File: config.mk
export PLATFORM = sky130hd
export DESIGN_NAME = sd_spi_byte_engine
export DESIGN_NICKNAME = d
export VERILOG_FILES = /design/src/rtl/sd_spi_byte_engine.sv
export SDC_FILE = /design/constraint.sdc
export NUM_CORES = 1
export LEC_CHECK = 0
export BUFFER_PORTS_ARGS = -buffer_cell sky130_fd_sc_hd__buf_2
export CAP_MARGIN = 5
export CORE_ASPECT_RATIO = 0.8
export CORE_UTILIZATION = 52
export CTS_CLUSTER_DIAMETER = 30
export DETAILED_ROUTE_END_ITERATION = 10
export GPL_ROUTABILITY_DRIVEN = 0
export PLACE_DENSITY_LB_ADDON = 0.08
export REMOVE_ABC_BUFFERS = 1
export SLEW_MARGIN = 5
export SYNTH_ARGS = -nofsm -noshare
export SYNTH_HDL_FRONTEND = slang
export SYNTH_SLANG_ARGS = --single-unit
File: constraint.sdc
create_clock -name clk -period 2.4 [get_ports clk]
set_clock_uncertainty 0.1 [all_clocks]
set_input_delay 0.24 -clock clk [delete_from_list [all_inputs] [get_ports clk]]
set_output_delay 0.24 -clock clk [all_outputs]
set_load 0.005 [all_outputs]
File: src/rtl/sd_spi_byte_engine.sv
// Avalon-MM byte engine that drives an SD card in SPI mode 0 (MSB first),
// replacing software bit-banging of the sd_clk / sd_cmd / sd_dat3 pins.
module sd_spi_byte_engine #(
    parameter logic [7:0] DIV_RESET = 8'd62
) (
    input  logic       clk,
    input  logic       reset_n,
    input  logic [1:0] address,
    input  logic       chipselect,
    input  logic       write_n,
    input  logic [7:0] writedata,
    output logic [7:0] readdata,
    output logic       sd_clk,
    output logic       sd_cmd,
    input  logic       sd_dat,
    output logic       sd_dat3
);

    typedef enum logic {
        IDLE,
        SHIFT
    } state_t;

    state_t     state;
    logic       busy;
    logic       cs_n;
    logic [7:0] clkdiv;
    logic [7:0] cnt;
    logic [3:0] edge_cnt;
    logic [7:0] rx_byte;
    logic [7:0] rx_shift;
    logic [6:0] tx_shift;
    logic       wr_en;

    assign wr_en   = chipselect && !write_n;
    assign sd_dat3 = cs_n;

    // bit 7 goes straight onto sd_cmd at load, so only the remaining seven bits are held
    always_ff @(posedge clk or negedge reset_n) begin
        if (!reset_n) begin
            state    <= IDLE;
            readdata <= 8'h00;
            sd_clk   <= 1'b0;
            sd_cmd   <= 1'b1;
            busy     <= 1'b0;
            cs_n     <= 1'b1;
            clkdiv   <= DIV_RESET;
            cnt      <= 8'h00;
            edge_cnt <= 4'h0;
            rx_byte  <= 8'h00;
            rx_shift <= 8'h00;
            tx_shift <= 7'h00;
        end else begin
            case (address)
                2'd0:    readdata <= rx_byte;
                2'd1:    readdata <= {6'b0, cs_n, busy};
                2'd2:    readdata <= clkdiv;
                default: readdata <= 8'h00;
            endcase

            case (state)
                IDLE: begin
                    if (wr_en) begin
                        case (address)
                            2'd0: begin
                                state    <= SHIFT;
                                busy     <= 1'b1;
                                sd_cmd   <= writedata[7];
                                tx_shift <= writedata[6:0];
                                cnt      <= 8'h00;
                                edge_cnt <= 4'h0;
                            end
                            2'd1:    cs_n   <= writedata[1];
                            2'd2:    clkdiv <= writedata;
                            default: ;
                        endcase
                    end
                end
                SHIFT: begin
                    if (cnt == clkdiv) begin
                        cnt      <= 8'h00;
                        sd_clk   <= ~sd_clk;
                        edge_cnt <= edge_cnt + 4'd1;
                        if (!sd_clk) begin
                            rx_shift <= {rx_shift[6:0], sd_dat};
                        end else if (edge_cnt == 4'd15) begin
                            rx_byte <= rx_shift;
                            busy    <= 1'b0;
                            sd_cmd  <= 1'b1;
                            state   <= IDLE;
                        end else begin
                            sd_cmd   <= tx_shift[6];
                            tx_shift <= {tx_shift[5:0], 1'b0};
                        end
                    end else begin
                        cnt <= cnt + 8'd1;
                    end
                end
                default: state <= IDLE;
            endcase
        end
    end

endmodule

==> flow_metrics.py <==
metrics = {
    "outcome": {
        "status": "finished clean",
    },
    "run": {
        "drv_cap": 0,
    },
    "synth": {
        "syn-cell-area_sq_um": 2540,
        "synthCells": 206,
        "yosys_register_bits": 56,
        "synth-seq-area-share_pct": 55.5,
        "yosysTopAreaCellShare_pct": 48.2,
        "yosysTopAreaCell": "dfrtp_1",
        "post_synth.cell_area_avg_sq_um": 12.3,
        "synth_warnings": 0,
        "yosys-top-cells-area": "dfrtp_1, mux2_2, dfstp_2, mux2_4, mux2i_1",
        "synthDistinctLibCells": 39,
    },
    "die": {
        "rows": 22,
        "dieArea_sq_um": 5170,
        "initial_core_util_pct": 54.7,
        "core_area_sq_um": 4650,
        "dieHeight_um": 64.5,
        "io_pins": 26,
        "fp.dieW_um": 80.2,
    },
    "power_and_ir_drop": {
        "leakage_uw": 0.00134,
        "p_per_area_nw_per_um2": 890,
        "power_uw": 2550,
        "peakVddDrop_mv": 0.469,
    },
    "drt": {
        "vias": 1647,
        "drtAntennaViolNets": 0,
        "drt-vias-per-instance": 5.47,
        "first_iter_violations": 85,
        "drc_errors": 0,
        "drtPass1Iterations": 4,
        "routed_wire_length_per_instance_um": 16.6,
        "drt_wl_total_mm": 5.01,
    },
    "sta": {
        "rsz0062_at_grt": "no",
        "setup_slack_ps": 112,
        "relSlewSlack_pct": 42.1,
        "setup-tns-final_ps": 0,
        "holdWs_ps": 76.8,
        "finalHoldViolCount": 0,
        "finalSetupViolCount": 0,
        "worstMarginPinSlew_ps": 865,
        "fmax_mhz": 437,
        "maxSlewViolCount": 0,
        "fin_crit_ps": 2290,
        "timing.final.crit_share_pct": 95.3,
    },
    "grt": {
        "grt_pass1_wl_mm": 8.56,
        "grt_util_all_layers_pct": 22.4,
        "grt_overflow": 0,
        "grt_pass1_vias": 1770,
        "grt_max_degree": 57,
        "antenna_found_initial": 0,
    },
    "clock_network": {
        "cts_sinks": 56,
        "post_cts_resized": 0,
        "htreeDepth": 2,
        "path_clk_slew_ps": 90,
        "clockRootBuffer": "clkbuf_8",
        "clk-insertion-delay-late_ps": 300,
        "cts-buffers-inserted": 5,
        "cts_tree": "yes",
        "cts_buffer_depth": 2,
    },
    "setup_path": {
        "endpoint_kind": "flop",
        "slowest_delay_ps": 630,
        "critPathArrivalTime_ps": 2370,
        "path_cells": "xnor2_1, nand4_1, or2_1, or3_1, mux2_4",
        "crit_required_ps": 2480,
        "crit_slowest_cell": "or3_1",
        "startpoint_type": "flop",
        "critPathMaxFanout": 10,
        "worstSetupPathType": "flop to flop",
    },
    "layout": {
        "multiInputGateArea_sq_um": 1070,
        "fillers": 397,
        "antenna_cells": 0,
        "final_common_cell": "dfrtp_1",
        "syn2layout_area_growth_pct": 12.7,
        "nets": 257,
        "mostFrequentLayoutCells": "dfrtp_1, buf_2, mux2_2, nand2_1",
        "finalInstanceArea_sq_um": 2870,
        "drive_above_1_share_pct": 33.2,
        "area.sequential_sq_um": 1410,
    },
    "worst_hold_path": {
        "min_path_type": "primary input to flop",
    },
    "place": {
        "placed_cell_area_sq_um": 2770,
        "dp_hpwl_mm": 3.69,
        "place_ws_ps": 133,
        "numPortBuffers": 25,
    },
}
==> per-stage QoR <==
| stage | util (%) | cells |
|---|---|---|
| after detailed placement | 59.4 | 292 |
| after floorplan | - | 198 |
| after CTS | 61.6 | 301 |
| final | 61.6 | 301 |
| after global routing | 61.6 | 301 |
| after global placement | 59.4 | 292 |
==> routing by layer <==
layer,wire (um),up-vias,global-route usage (%)
met2,2330,28,35.6
met5,0,-,0
met4,44,0,5.80
met3,210,4,5.63
li1,-,796,-
met1,2430,819,30.7
==> logic make-up (layout without fill, tap and decap cells) <==
family,after synthesis,after routing,share of synthesized area (%)
adder cells (fa/ha/maj),2,2,0.984
multiplexers,35,35,16.2
XOR/XNOR,14,14,4.82
flip-flops,56,56,55.5
AO/OA/AOI/OAI,29,29,8.76
buffers and inverters,12,47,2.36
AND/OR/NAND/NOR,58,58,11.4
==> worst paths after layout <==
path                                             from                       to  slack, ps  cells after the start
worst max-delay path            clkdiv[1]$_DFFE_PN1P_   rx_byte[4]$_DFFE_PN0P_        110                      5
worst min-delay path                           sd_dat  rx_shift[0]$_DFFE_PN0P_         80                      2
worst max register to register  clkdiv[1]$_DFFE_PN1P_   rx_byte[4]$_DFFE_PN0P_        110                      5
worst min register to register       busy$_DFFE_PN0P_    readdata[0]$_DFF_PN0_        400                      2
max in group asynchronous                     reset_n       cnt[7]$_DFFE_PN0P_       1260                      3
min in group asynchronous                     reset_n    readdata[6]$_DFF_PN0_        490                      3
==> registers in the layout (all words and copies together) (netlist names) <==
signal	flops
rx_shift	8
edge_cnt	4
sd_dat3	1
clkdiv	8
readdata	8
sd_clk	1
tx_shift	7
rx_byte	8
state	1
busy	1
sd_cmd	1
cnt	8
==> cells in the mapped netlist <==
cell type / number
dfrtp_1: 49
mux2_2: 17
nand2_1: 16
nor2_1: 11
xnor2_1: 11
mux2i_1: 10
o21ai_0: 10
mux2_4: 8
dfstp_2: 7
clkbuf_1: 6
nand2b_1: 6
nand3_1: 6
o221a_2: 6
nor3_1: 5
inv_1: 3
nand4_1: 3
xor2_1: 3
a211o_1: 2
a21o_1: 2
a32o_1: 2
buf_6: 2
ha_1: 2
nor2b_1: 2
o21a_1: 2
a211oi_2: 1
a21oi_1: 1
and2_0: 1
and3_1: 1
clkinv_1: 1
nand3b_1: 1
nor3_2: 1
nor3b_1: 1
nor4_1: 1
nor4b_1: 1
o21ai_1: 1
o22ai_1: 1
o311ai_0: 1
or2_1: 1
or3_1: 1
==> where the power goes <==
part	internal (uW)	switching [uW]	total (uW)
Combinational	351	271	623
Clock	236	280	516
Sequential	1180	228	1410
==> worst max-delay path: cells and delay by family (launching register included) <==
family	cells	cell delay [ps]
and+or+nand+nor	3	1010
xor gates and xnor gates	1	120
muxes	1	380
DFF	1	560
==> area by class of cell <==
class                           count  share of cell area (%)
Multi-Input combinational cell    138                    37.4
Tap cell                           60                    2.62
Inverter                            4                   0.524
Timing Repair Buffer               35                    7.07
Sequential cell                    56                    49.2
Clock buffer                        8                    3.14
==> timing repair <==
action | CTS | global route
buffers inserted | 0 | 0
hold buffers | 1 | 0
hold endpoints to repair | 49 | 0
Note: power is estimated with default switching activity, not from simulation.
